[src/rtl/subtrator_pkg.sv]
// Shared types, constants and helpers for the serial add/subtract unit.
package subtrator_pkg;

  typedef enum logic [1:0] {
    IDLE = 2'd0,
    CALC = 2'd1,
    DONE = 2'd2
  } state_t;

  localparam logic MODO_SUB = 1'b0;
  localparam logic MODO_ADD = 1'b1;

  // Digit counter width: clog2 of the digit count, never narrower than one bit.
  function automatic int cnt_width(input int n_digits);
    if (n_digits <= 2) return 1;
    return $clog2(n_digits);
  endfunction

endpackage

[src/rtl/subtrator_digito.sv]
// Combinational DIGIT-bit add/subtract slice; chain is carry (add) or borrow (sub).
module subtrator_digito
  import subtrator_pkg::*;
#(
  parameter int DIGIT = 1
) (
  input  logic [DIGIT-1:0] a_k,
  input  logic [DIGIT-1:0] b_k,
  input  logic             chain_in,
  input  logic             modo,
  output logic [DIGIT-1:0] res_k,
  output logic             chain_out
);

  logic [DIGIT:0] ext_a;
  logic [DIGIT:0] ext_b;
  logic [DIGIT:0] ext_c;
  logic [DIGIT:0] r;

  // One extra bit holds the carry, or the borrow as the sign of the difference.
  always_comb begin
    ext_a = {1'b0, a_k};
    ext_b = {1'b0, b_k};
    ext_c = {{DIGIT{1'b0}}, chain_in};
    if (modo == MODO_ADD) r = ext_a + ext_b + ext_c;
    else                  r = ext_a - ext_b - ext_c;
    res_k     = r[DIGIT-1:0];
    chain_out = r[DIGIT];
  end

endmodule

[src/rtl/subtrator_serial_n.sv]
// Digit-serial add/subtract unit with valid/ready handshakes and flags.
// Optional unsigned saturation of the final result: define SUBTRATOR_SAT_EN.
module subtrator_serial_n
  import subtrator_pkg::*;
#(
  parameter int WIDTH = 8,
  parameter int DIGIT = 1
) (
  input  logic             clk,
  input  logic             rst_n,
  input  logic             in_valid,
  output logic             in_ready,
  input  logic [WIDTH-1:0] a,
  input  logic [WIDTH-1:0] b,
  input  logic             bin,
  input  logic             modo,
  output logic             out_valid,
  input  logic             out_ready,
  output logic [WIDTH-1:0] diferenca,
  output logic             bout,
  output logic             overflow,
  output logic             zero
);

  localparam int NDIG = WIDTH / DIGIT;
  localparam int CW   = cnt_width(NDIG);
  localparam logic [CW-1:0] LAST = CW'(NDIG - 1);

  state_t           state_q, state_d;
  logic [CW-1:0]    cnt_q, cnt_d;
  logic [WIDTH-1:0] a_q, a_d;
  logic [WIDTH-1:0] b_q, b_d;
  logic [WIDTH-1:0] res_q, res_d;
  logic             chain_q, chain_d;
  logic             modo_q, modo_d;
  logic             a_msb_q, a_msb_d;
  logic             b_msb_q, b_msb_d;
  logic [WIDTH-1:0] dif_q, dif_d;
  logic             bout_q, bout_d;
  logic             ovf_q, ovf_d;
  logic             zero_q, zero_d;

  logic [DIGIT-1:0] res_k;
  logic             chain_out;
  logic [WIDTH-1:0] res_full;
  logic [WIDTH-1:0] final_res;
  logic             ovf_calc;
  logic             load;

  // Operands shift right so the current digit always sits in the low bits.
  subtrator_digito #(.DIGIT(DIGIT)) u_digito (
    .a_k      (a_q[DIGIT-1:0]),
    .b_k      (b_q[DIGIT-1:0]),
    .chain_in (chain_q),
    .modo     (modo_q),
    .res_k    (res_k),
    .chain_out(chain_out)
  );

  // New digits enter at the top, so after the last digit every slice is in place.
  assign res_full = WIDTH'({res_k, res_q} >> DIGIT);

  always_comb begin
    final_res = res_full;
`ifdef SUBTRATOR_SAT_EN
    if (chain_out) final_res = (modo_q == MODO_ADD) ? {WIDTH{1'b1}} : {WIDTH{1'b0}};
`endif
    if (modo_q == MODO_ADD)
      ovf_calc = (a_msb_q == b_msb_q) && (res_full[WIDTH-1] != a_msb_q);
    else
      ovf_calc = (a_msb_q != b_msb_q) && (res_full[WIDTH-1] != a_msb_q);
  end

  always_comb begin
    state_d  = state_q;
    cnt_d    = cnt_q;
    a_d      = a_q;
    b_d      = b_q;
    res_d    = res_q;
    chain_d  = chain_q;
    modo_d   = modo_q;
    a_msb_d  = a_msb_q;
    b_msb_d  = b_msb_q;
    dif_d    = dif_q;
    bout_d   = bout_q;
    ovf_d    = ovf_q;
    zero_d   = zero_q;
    in_ready = 1'b0;
    load     = 1'b0;

    case (state_q)
      IDLE: begin
        in_ready = 1'b1;
        if (in_valid) load = 1'b1;
      end
      CALC: begin
        a_d     = a_q >> DIGIT;
        b_d     = b_q >> DIGIT;
        res_d   = res_full;
        chain_d = chain_out;
        cnt_d   = cnt_q + 1'b1;
        if (cnt_q == LAST) begin
          state_d = DONE;
          dif_d   = final_res;
          bout_d  = chain_out;
          ovf_d   = ovf_calc;
          zero_d  = (final_res == '0);
        end
      end
      DONE: begin
        in_ready = out_ready;
        if (out_ready) begin
          if (in_valid) load = 1'b1;
          else          state_d = IDLE;
        end
      end
      default: state_d = IDLE;
    endcase

    // Retiring a result and accepting the next pair share one edge.
    if (load) begin
      state_d = CALC;
      cnt_d   = '0;
      a_d     = a;
      b_d     = b;
      chain_d = bin;
      modo_d  = modo;
      a_msb_d = a[WIDTH-1];
      b_msb_d = b[WIDTH-1];
    end
  end

  always_ff @(posedge clk or negedge rst_n) begin
    if (!rst_n) begin
      state_q <= IDLE;
      cnt_q   <= '0;
      a_q     <= '0;
      b_q     <= '0;
      res_q   <= '0;
      chain_q <= 1'b0;
      modo_q  <= MODO_SUB;
      a_msb_q <= 1'b0;
      b_msb_q <= 1'b0;
      dif_q   <= '0;
      bout_q  <= 1'b0;
      ovf_q   <= 1'b0;
      zero_q  <= 1'b0;
    end else begin
      state_q <= state_d;
      cnt_q   <= cnt_d;
      a_q     <= a_d;
      b_q     <= b_d;
      res_q   <= res_d;
      chain_q <= chain_d;
      modo_q  <= modo_d;
      a_msb_q <= a_msb_d;
      b_msb_q <= b_msb_d;
      dif_q   <= dif_d;
      bout_q  <= bout_d;
      ovf_q   <= ovf_d;
      zero_q  <= zero_d;
    end
  end

  assign out_valid = (state_q == DONE);
  assign diferenca = dif_q;
  assign bout      = bout_q;
  assign overflow  = ovf_q;
  assign zero      = zero_q;

endmodule

[config.mk]
export PLATFORM = sky130hd
export DESIGN_NAME = subtrator_serial_n
export DESIGN_NICKNAME = d
export VERILOG_FILES = /design/src/rtl/subtrator_pkg.sv /design/src/rtl/subtrator_digito.sv /design/src/rtl/subtrator_serial_n.sv
export SDC_FILE = /design/constraint.sdc
export NUM_CORES = 1
export LEC_CHECK = 0
export ABC_AREA = 1
export CAP_MARGIN = 20
export CORE_ASPECT_RATIO = 1.75
export CORE_UTILIZATION = 45
export DETAILED_ROUTE_END_ITERATION = 7
export PLACE_DENSITY_LB_ADDON = 0.3
export SLEW_MARGIN = 40
export SYNTH_ARGS = -nofsm -noshare
export SYNTH_HDL_FRONTEND = slang
export SYNTH_SLANG_ARGS = --single-unit
[constraint.sdc]
create_clock -name clk -period 1.3 [get_ports clk]
set_clock_uncertainty 0.1 [all_clocks]
set_input_delay 0.13 -clock clk [delete_from_list [all_inputs] [get_ports clk]]
set_output_delay 0.13 -clock clk [all_outputs]
set_load 0.05 [all_outputs]
==> results.json <==
{
  "grt_usage_pct": 21.8,
  "yosys_warnings": 0,
  "wirelength_mm": 5.70,
  "grt_pass1_wl_mm": 8.00,
  "slowest_delay_ps": 390,
  "syn-cell-area_um2": 2120,
  "drtPass1Iterations": 4,
  "p_leak_nw": 1.69,
  "worstRegToRegCells": 9,
  "max_cap_violations": 0,
  "p_sw_w": 0.00361,
  "run_status": "finished with violations",
  "hold_viol": 0,
  "slew_headroom_pct": 83.7,
  "htreeDepth": 2,
  "cts_buffers": 5,
  "worst_slew_pin_slew_ps": 244,
  "grt.busiest_layer": "met2",
  "ir_drop_uv": 1770,
  "ant_nets": 0,
  "grt_use_met3_pct": 4.60,
  "layout.nets": 360,
  "num_rows": 32,
  "internal_power_w": 0.00475,
  "regToRegStartpoint": "a_q[0]",
  "synth-adder-area-share_pct": 3.07,
  "min_period_over_period_pct": 117,
  "cp_slowest_cell": "dfrtp_1",
  "arrival_ps": 1660,
  "fin_cells": 386,
  "netSwitchingFraction_pct": 43.2,
  "post_drt_via_cell_ratio": 5.30,
  "diodes": 0,
  "num_vias": 2044,
  "drv_slew": 0,
  "drive_gt1_share_pct": 33.1,
  "synthMuxAreaShare_pct": 0,
  "synth_top_family_by_area": "simple AND/OR/NAND/NOR gates",
  "worstReg2RegEnd": "chain_q",
  "start_util_pct": 47.7,
  "synth_seq_cells": 43,
  "synth_compound_area_share_pct": 4.96,
  "power_frac_comb_pct": 59.3,
  "synth_fp_nets": 299,
  "pre_cts_slack_ps": -154,
  "grt_max_degree": 44,
  "drc": 0,
  "area_growth_pct": 57.8,
  "required_ps": 1440,
  "cts.clk_slew.worst_paths_ps": 80,
  "path_class": "flip-flop to flip-flop",
  "cts_sinks": 43,
  "drtIter0Drc": 54,
  "violations": "setup timing",
  "cp-end-kind": "flip-flop",
  "grt_util_met1_pct": 24.5,
  "crit_family": "flip-flops",
  "die_x_um": 53.9,
  "rsz0062_at_grt": "true",
  "antenna_found_initial": 0,
  "clock-root-buffer": "clkbuf_8",
  "io_pins": 35,
  "grt-ovfl-total": 0,
  "syn_avg_cell_area_um2": 7.76,
  "place_hpwl_mm": 3.10,
  "coreArea_um2": 4440,
  "cts_tree": "yes",
  "p_clk_share_pct": 11.2,
  "worst_skew_pair.late_latency_ps": 300,
  "hp-class": "input pin to asynchronous set/reset pin",
  "max_freq_ghz": 0.656,
  "crit_fanout": 2,
  "synth_xor_xnor_area_share_pct": 0.413,
  "place.gp.congestion": 0.806,
  "setup_ws_ps": -225,
  "wl_per_cell_um": 14.8,
  "fp.dieH_um": 92.8,
  "critPathLaunchType": "flip-flop",
  "finalSetupViolCount": 36,
  "syn-instance-count": 273,
  "worstPathCellList": "buf_4 > buf_6 > inv_2 > fa_2 > nand2_2 > nand3_2 > nand2_1 > nand2_1 > nand2_1",
  "cp_num_buf_inv": 3,
  "die-area_um2": 5000,
  "ys_seq_area_share_pct": 50.8,
  "met2_usage_pct": 39.0,
  "synth.distinct_cells": 20,
  "power_frac_seq_pct": 29.5,
  "yosys.area_share.simple_pct": 31.1,
  "clock_path_buffers": 2,
  "crit_path_frequent_cell": "nand2_1",
  "dp_cells": 359,
  "grt_pass1_vias": 1782,
  "setup_tns_ps": -2250,
  "final_util_pct": 75.2,
  "rrSetupSlack_ps": -230,
  "period_minus_slack_ps": 1530,
  "power_density_nw_per_um2": 2500,
  "portBuffers": 34
}
## cells in the mapped netlist, drive strengths merged
cell type / count / area share (%)
nand2: 104 / 19
dfrtp: 43 / 51
inv: 37 / 6.6
nand3: 25 / 6.1
o21ai: 20 / 4.7
nand4: 15 / 4.4
buf: 10 / 2.4
nor2: 9 / 1.9
clkbuf: 4 / 0.71
fa: 2 / 1.9
ha: 2 / 1.2
a21oi: 1 / 0.24
xor2: 1 / 0.41
## per-layer routing
metal	up-vias	wire (um)
li1	974	-
met1	1002	2060
met2	52	3300
met3	16	173
met4	0	170
met5	-	0
## worst register-to-register path, cell delays in order, from the launching register on
cell and delay, ps:
dfrtp_1 390, buf_4 130, buf_6 90, inv_2 30
fa_2 360, nand2_2 90, nand3_2 60, nand2_1 80
nand2_1 60, nand2_1 80
## worst max path at each step
stage | cells after the start | slack, ps | end | startpoint
CTS | 7 | -140 | zero | b_q[0]
finish | 9 | -230 | chain_q | a_q[0]
global placement | 7 | -90 | zero | b_q[0]
floorplan | 6 | -90 | overflow | a_q[0]
global route | 9 | -330 | chain_q | a_q[0]
detailed placement | 7 | -150 | zero | b_q[0]
## metrics by stage
stage	total power, W	hold WS (ps)	area [um^2]
final	0.00836	214	3340
after global routing	0.00892	240	3340
after CTS	0.00746	240	3060
after detailed placement	0.00615	22.1	2780
after global placement	0.00605	26.1	2780
after floorplan	0.00460	-266	2150
## state kept, by name (all words and copies together) (netlist names)
name       count
modo_q         1
state_q        2
bout           1
res_q          7
chain_q        1
a_msb_q        1
b_q            8
zero           1
b_msb_q        1
diferenca      8
overflow       1
cnt_q          3
a_q            8
## cells by family after synthesis
logic type | count (synthesis)
buf+inv | 51
simple gates | 153
flops | 43
fa+ha+maj | 4
xor+xnor | 1
compound gates | 21
## power by group through the flow
stage | logic (W) | clock network [W] | registers [W]
2_1_floorplan | 0.00184 | 0 | 0.00277
3_3_place_gp | 0.00366 | 0 | 0.00239
3_5_place_dp | 0.00373 | 0 | 0.00242
4_1_cts | 0.00412 | 0.000936 | 0.00241
5_1_grt | 0.00538 | 0.00101 | 0.00253
6_report | 0.00496 | 0.000936 | 0.00247
## cells in the final DEF (no fill, tap or decap), types with 2 or more instances in the layout
cell	synthesis	routed
buf_12	0	18
buf_4	1	15
buf_6	0	7
clkbuf_16	0	4
clkbuf_8	0	7
clkdlybuf4s50_1	0	20
dfrtp_1	43	42
inv_1	35	28
inv_2	2	5
inv_4	0	2
nand2_1	103	84
nand2_2	1	17
nand2_4	0	3
nand3_1	24	13
nand3_2	1	10
nand3_4	0	2
nand4_1	15	15
nor2_1	8	3
nor2_2	0	4
nor2_4	1	2
o21ai_0	18	7
o21ai_1	2	8
o21ai_2	0	5
## what timing repair did
| action | CTS | global route |
|---|---|---|
| hold buffers | 1 | 0 |
| gates resized for setup | 28 | 50 |
| buffers inserted | 5 | 8 |
| cloned | 2 | 4 |
| setup endpoints to repair | 16 | 38 |
| hold endpoints to repair | 43 | 0 |
| pin swaps | 11 | 13 |
## cell type report
type                            count  area, um^2
Fill cell                         289        1100
Sequential cell                    43        1080
Multi-Input combinational cell    179        1030
Timing Repair Buffer               68         910
Inverter                           37         156
Clock buffer                        8         100
Tap cell                           51        63.8
(Power assumes the default switching activity.)
